**src/rtl/config_word_tx.sv**
```systemverilog
// Word-to-byte return path: 32-bit strobe-pushed words are buffered in a small FIFO
// and serialised as four bytes each onto a valid/ready byte stream.
module config_word_tx #(
  parameter int FIFO_DEPTH    = 4,
  parameter bit MSB_FIRST     = 1'b1,
  parameter int OVF_CNT_WIDTH = 16
) (
  input  logic                          clk_system_i,
  input  logic                          reset_n_i,
  input  logic                          clear_i,
  input  logic [31:0]                   word_data_i,
  input  logic                          word_strobe_i,
  output logic [7:0]                    byte_data_o,
  output logic                          byte_valid_o,
  input  logic                          byte_ready_i,
  output logic [$clog2(FIFO_DEPTH):0]   fifo_level_o,
  output logic                          busy_o,
  output logic [OVF_CNT_WIDTH-1:0]      overflow_count_o
);

  localparam int AW = $clog2(FIFO_DEPTH);
  localparam int PW = AW + 1;

  typedef enum logic {
    S_IDLE,
    S_SEND
  } state_e;

  logic [31:0]              mem_q [FIFO_DEPTH];
  logic [PW-1:0]            wr_ptr_q, wr_ptr_d;
  logic [PW-1:0]            rd_ptr_q, rd_ptr_d;
  logic [OVF_CNT_WIDTH-1:0] ovf_q, ovf_d;
  state_e                   state_q, state_d;
  logic [31:0]              shift_q, shift_d;
  logic [1:0]               idx_q, idx_d;

  logic          fifo_empty;
  logic          fifo_full;
  logic          pop;
  logic          push;
  logic          drop;
  logic [1:0]    lane;
  logic [PW-1:0] level;

  // The extra pointer MSB tells a full FIFO (MSBs differ) from an empty one.
  assign level      = wr_ptr_q - rd_ptr_q;
  assign fifo_empty = (wr_ptr_q == rd_ptr_q);
  assign fifo_full  = (wr_ptr_q[AW] != rd_ptr_q[AW]) &&
                      (wr_ptr_q[AW-1:0] == rd_ptr_q[AW-1:0]);

  // NOTE: every signal gets a default before the case so no path leaves it unassigned (no latches).
  always_comb begin
    state_d = state_q;
    shift_d = shift_q;
    idx_d   = idx_q;
    pop     = 1'b0;
    if (clear_i) begin
      state_d = S_IDLE;
      shift_d = '0;
      idx_d   = '0;
    end else begin
      unique case (state_q)
        S_IDLE: begin
          if (!fifo_empty) begin
            pop     = 1'b1;
            shift_d = mem_q[rd_ptr_q[AW-1:0]];
            idx_d   = '0;
            state_d = S_SEND;
          end
        end
        S_SEND: begin
          if (byte_ready_i) begin
            if (idx_q != 2'd3) begin
              idx_d = idx_q + 2'd1;
            end else if (!fifo_empty) begin
              pop     = 1'b1;
              shift_d = mem_q[rd_ptr_q[AW-1:0]];
              idx_d   = '0;
            end else begin
              idx_d   = '0;
              state_d = S_IDLE;
            end
          end
        end
        default: state_d = S_IDLE;
      endcase
    end
  end

  // A pop at the same edge frees the slot, so a push into a full FIFO still lands.
  assign push = word_strobe_i && !clear_i && (!fifo_full || pop);
  assign drop = word_strobe_i && !clear_i && fifo_full && !pop;

  always_comb begin
    wr_ptr_d = wr_ptr_q;
    rd_ptr_d = rd_ptr_q;
    ovf_d    = ovf_q;
    if (clear_i) begin
      wr_ptr_d = '0;
      rd_ptr_d = '0;
      ovf_d    = '0;
    end else begin
      if (push) wr_ptr_d = wr_ptr_q + PW'(1);
      if (pop)  rd_ptr_d = rd_ptr_q + PW'(1);
      if (drop && (ovf_q != '1)) ovf_d = ovf_q + OVF_CNT_WIDTH'(1);
    end
  end

  // NOTE: state registers use non-blocking assignments so all of them update together at the edge.
  always_ff @(posedge clk_system_i or negedge reset_n_i) begin
    if (!reset_n_i) begin
      wr_ptr_q <= '0;
      rd_ptr_q <= '0;
      ovf_q    <= '0;
      state_q  <= S_IDLE;
      shift_q  <= '0;
      idx_q    <= '0;
    end else begin
      wr_ptr_q <= wr_ptr_d;
      rd_ptr_q <= rd_ptr_d;
      ovf_q    <= ovf_d;
      state_q  <= state_d;
      shift_q  <= shift_d;
      idx_q    <= idx_d;
    end
  end

  // NOTE: FIFO storage is not reset; the pointers alone define which entries are meaningful.
  always_ff @(posedge clk_system_i) begin
    if (push) mem_q[wr_ptr_q[AW-1:0]] <= word_data_i;
  end

  assign lane = MSB_FIRST ? ~idx_q : idx_q;

  assign byte_valid_o     = (state_q == S_SEND);
  assign byte_data_o      = (state_q == S_SEND) ? shift_q[{lane, 3'b000} +: 8] : 8'h00;
  assign fifo_level_o     = level;
  assign busy_o           = (state_q == S_SEND) || (level != '0);
  assign overflow_count_o = ovf_q;

endmodule

```
**config.mk**
```make
export PLATFORM = sky130hd
export DESIGN_NAME = config_word_tx
export DESIGN_NICKNAME = d
export VERILOG_FILES = /design/src/rtl/config_word_tx.sv
export SDC_FILE = /design/constraint.sdc
export NUM_CORES = 1
export LEC_CHECK = 0
export CORE_MARGIN = 2
export CORE_UTILIZATION = 30
export DETAILED_ROUTE_END_ITERATION = 6
export PLACE_DENSITY_LB_ADDON = 0.08
export RECOVER_POWER = 50
export SYNTH_ARGS = -nofsm -noshare
export SYNTH_HDL_FRONTEND = slang
export SYNTH_SLANG_ARGS = --single-unit
export TNS_END_PERCENT = 100
```
**constraint.sdc**
```tcl
create_clock -name clk_system_i -period 6.6 [get_ports clk_system_i]
set_clock_uncertainty 0.2 [all_clocks]
set_input_delay 1.32 -clock clk_system_i [delete_from_list [all_inputs] [get_ports clk_system_i]]
set_output_delay 1.32 -clock clk_system_i [all_outputs]
set_load 0.02 [all_outputs]
```
# After elaboration in Yosys (flattened, before gate mapping)
# Memory sizes are Yosys's and may differ from the RTL's.
# Cells that the tools add are included.
totals:
  reg_bits: 57
  ramBits: 128
  input_bits: 37
  out_inout_bits: 29
  elab_cells: 68
  memories: 1
classes:
  n_addsub: 5
  n_eq_ne: 8
  shifts: 1
  muxes: 28
  bitwise_logic: 2
  reduce_logical: 17
mem_list:
  columns: ["memory", "words", "width", "rd", "rd_ports_with_merged_regs", "write_ports", "line", "source"]
  rows:
  - ["mem_q", 4, 32, 1, 0, 1, "29", "logic [31:0] mem_q [FIFO_DEPTH];"]
op_table:
  columns: ["operator", "n"]
  rows:
  - ["$mux W32", 4]
  - ["$pmux W32 S2", 1]
  - ["$mux W16", 2]
  - ["$shiftx A32 B6 Y8", 1]
  - ["$add A16 B1 Y16 const B", 1]
  - ["$ne A16 B16 Y1 const B", 1]
  - ["$mux W3", 4]
  - ["$mux W1", 9]
  - ["$ne A3 B3 Y1 const B", 3]
  - ["$mux W2", 4]
  - ["$mux W8", 1]
  - ["$add A3 B1 Y3 const B", 2]
  - ["$logic_and A1 B1 Y1", 6]
  - ["$reduce_bool A2 Y1", 3]
  - ["$pmux W1 S2", 2]
  - ["$pmux W2 S2", 1]
  - ["$reduce_and A2 Y1", 2]
  - ["$eq A3 B3 Y1", 1]
  - ["$logic_not A1 Y1", 3]
  - ["$reduce_bool A3 Y1", 1]
  - ["$sub A3 B3 Y3", 1]
  - ["$add A2 B1 Y2 const B", 1]
  - ["$eq A2 B2 Y1", 1]
  - ["$logic_or A1 B1 Y1", 2]
  - ["4 further kinds", 4]

# Depth between registers and ports, before layout
depth:
  ltp_word: 11
  depth_mapped: 10

# Least setup slack after synthesis
# Ideal clock, no wire load.
synth_path:
  kind: "register -> output"
  start: "reg wr_ptr_q[0]"
  end: "out busy_o"
  arrival_ps: 1864
  slack_ps: 3216
  path_stages_with_launch: 6
  n_path_buf: 0
  cell_sequence: "dfrtp_1 inv_1 ha_1 fa_1 inv_1 or4_1"
synth_via:
  elab_chain_cells: 3
synth_lines:
  columns: ["element", "line", "source"]
  rows:
  - ["start, declared", "30", "logic [PW-1:0] wr_ptr_q, wr_ptr_d;"]
  - ["start signal, assigned", "119", "wr_ptr_q <= wr_ptr_d;"]
  - ["$sub A3 B3 Y3", "46", "assign level = wr_ptr_q - rd_ptr_q;"]
  - ["via fifo_level_o[1]", "16", "output logic [$clog2(FIFO_DEPTH):0] fifo_level_o,"]
  - ["$reduce_bool A3 Y1", "138", "assign busy_o = (state_q == S_SEND) || (level != '0);"]
  - ["$logic_or A1 B1 Y1", "138", null]
  - ["end, declared", "17", "output logic busy_o,"]
# The timed path passes the listed nets, and every way through them passes these cells.

# Worst setup path after layout
layout_path:
  start: "reg rd_ptr_q[1]"
  end: "reg rd_ptr_q[1]"
layout_via:
  elab_chain_cells: 7
  word_cells_on_any_way: 10
  cone_classes: "add/sub: 1; eq/ne: 1; mux: 7; reduce/logical: 1"
layout_lines:
  columns: ["element", "line", "source"]
  rows:
  - ["start, declared", "31", "logic [PW-1:0] rd_ptr_q, rd_ptr_d;"]
  - ["start signal, assigned", "120", "rd_ptr_q <= rd_ptr_d;"]
  - ["$eq A3 B3 Y1", "47", "assign fifo_empty = (wr_ptr_q == rd_ptr_q);"]
  - ["$mux W1", "64, 75", null]
  - ["$mux W1", "73", "if (idx_q != 2'd3) begin"]
  - ["$mux W1", "72", "if (byte_ready_i) begin"]
  - ["$pmux W1 S2", "62", "unique case (state_q)"]
  - ["$mux W1", "57", "if (clear_i) begin"]
  - ["$reduce_bool A2 Y1 (no source line)", null, null]
# Parallel ways exist; a longest one is shown, timed or not. The select of a mux whose other input is x is not followed.
# A chain may end at the register's enable or synchronous reset.

==> results.cfg <==
[die]
die_area_sq_um = 26600
top_level_ports = 66
placementRows = 58
start_util_pct = 30.3
die_h_um = 163
die_w_um = 163
core_sq_um = 25000

[cts]
clk_path_buf_depth = 2
holdBufCountCts = 0
h-tree-depth = 4
cts_setup_buffers = 0
numClockSinks = 185
clk_latency_ns = 0.42
cts_tree = done
root_buffer = clkbuf_16
cts_resized = 0
clk_pin_slew_ns = 0.07
cts_buffers = 17

[pwr]
vdd_ir_drop_max_uv = 146
p_per_area_nw_per_um2 = 337
p_leak_nw = 3.18
power.total_w = 0.00310

[status]
violations = capacitance limit, slew limit
status = finished, violations left

[global_route]
antenna_found_initial = 0
grt_pass1_wl_um = 25300
gr-usage-all-layers_pct = 12.9
grt_max_degree = 61
overflow = 0
grt_pass1_vias = 4283

[synthesis]
syn_nets = 529
ys.flop_type = edfxtp_1
yosysTopAreaCellShare_pct = 50.6
netlist_area_sq_um = 7600
ys_top_cells_by_count = edfxtp_1, nand2_1, dfrtp_1, mux4_2, a21oi_1
postSynth.asyncResetShare_pct = 30.8
synth_seq_cells = 185
yosys.area.top_type = edfxtp_1
postSynthAreaPerCell_sq_um = 15.8
synth_most_common_cell = edfxtp_1
synth_edf_count = 128
yosys_warnings = 0
synth.distinct_cells = 39
ys_seq_area_share_pct = 69.4
synth_area_leaders = edfxtp_1, dfrtp_1, mux4_2
synth_cells = 482

[timing]
setup_viol = 0
tns_ns = 0
slew_headroom_pct = -109
max_freq_mhz = 212
slew_viol_final = 94
post-route-min-period_ns = 4.71
worst_pin_slew_ns = 3.14
rsz0062_at_grt = no
period_share_pct = 71.4
hold_viol = 0

[layout]
area_delta_synth_final_pct = 21.0
fin_cells = 892
antenna_cells = 0
drive_gt1_share_pct = 15.3
final_nets = 598

[worst_setup_path]
worstSetupPathType = reg -> reg
crit_slowest_cell = clkbuf_1
reg2regPathDepth = 8
end_kind = flip-flop
crit_family = buffers and inverters
critPathLaunchType = flip-flop
worst-path-buf-inv = 3
worstPathMaxFanout = 35
slowest_delay_ns = 1.79
crit_chain = clkbuf_1, inv_1, ha_1, nand3_1, nand2b_1, clkbuf_1, nand2_1, a21oi_1
crit_cells = 8
worst_ep_arrival_time_ns = 4.85
critPathRequiredTime_ns = 6.74
cpMostUsedCell = clkbuf_1

[routing]
ant_nets = 0
drtPass1Iterations = 4
routed_wl_um = 16200
drt-initial-drc-count = 240
routedWlPerCell_um = 18.1
drc = 0
num_vias = 4151
vias_per_cell = 4.65

[placed_design]
hpwl_um = 9840
port_buffers = 65
place.gp.congestion = 0.759
place_inst = 862

[hold_path]
hp-class = reg -> reg
min_delay_path_depth = 2

[run]
maxCapViolCount = 2
==> through the flow <==
step	hold slack, ns	util, %	worst slack, ns	cell area [sq um]
2_1_floorplan	0.297	-	3.22	7600
3_3_place_gp	0.318	34.5	2.83	8630
3_5_place_dp	0.318	34.5	2.79	8630
4_1_cts	0.327	36.8	2.34	9200
5_1_grt	0.345	36.7	1.34	9190
6_report	0.324	36.7	1.89	9190
==> cell families (layout without fill, tap and decap cells) <==
group / after synthesis / count (layout) / share of synthesized area, %
AOI/OAI and AO/OA: 44 / 44 / 3.34
and+or+nand+nor: 149 / 149 / 9.26
adders and majority gates: 10 / 10 / 1.75
DFF: 185 / 185 / 69.4
muxes: 46 / 46 / 12.7
buffers and inverters: 31 / 111 / 1.61
xor gates and xnor gates: 17 / 17 / 1.96
==> report_power, final <==
group | internal, W | switching [W] | leakage (nW)
clock network | 0.000563 | 0.000436 | 0.273
registers | 0.00135 | 0.0000690 | 1.94
logic | 0.000302 | 0.000380 | 0.963
total | 0.00221 | 0.000885 | 3.18
==> final cells by class <==
cell class,instances,area [sq um]
timing repair buffer,75,704
fill,2388,15800
multi-input combinational,266,2210
inverter,6,22.5
tap,330,413
clock inverter,11,139
clock buffer,19,433
sequential,185,5270
==> tightest hold or removal path, cell delays in order (launching register included) <==
cell     delay (ns)
dfrtp_1        0.37
nand2_1        0.06
a21oi_1        0.05
==> routing by layer <==
layer  track usage [%]  part of all wire, %
met1              17.1                   46
met2              21.6                   50
met3              2.64                  2.9
met5                 0                    0
met4              3.50                 0.93
==> state kept, by name, summed over array words and instances (netlist names) <==
name	count
mem_q	128
shift_q	32
overflow_count_o	16
rd_ptr_q	3
wr_ptr_q	3
idx_q	2
byte_valid_o	1
==> layout by cell type (no fill, tap or decap), types with 3 or more instances in the layout <==
cell and count:
edfxtp_1 128, nand2_1 72, dfrtp_1 56, mux4_2 40, a21oi_1 34, dlygate4sd3_1 32, clkdlybuf4s50_1 31, nor2_1 26
clkbuf_16 17, and2_1 14, xnor2_1 14, nand3_1 10, ha_1 9, buf_4 7, inv_1 6, nand4_1 6
clkbuf_1 5, nand2b_1 4, inv_6 4, xor2_1 3, nor3_1 3, mux2i_1 3, mux2_2 3
==> worst paths after layout <==
kind                       slack, ns   startpoint           to
min reg2reg                     0.32  shift_q[13]  shift_q[13]
max in group asynchronous       2.39    reset_n_i  rd_ptr_q[0]
max                             1.89  rd_ptr_q[1]  rd_ptr_q[1]
min in group asynchronous       1.82    reset_n_i  wr_ptr_q[0]
min                             0.32  shift_q[13]  shift_q[13]
max reg2reg                     1.89  rd_ptr_q[1]  rd_ptr_q[1]
Power figures use the tool's default switching activity.
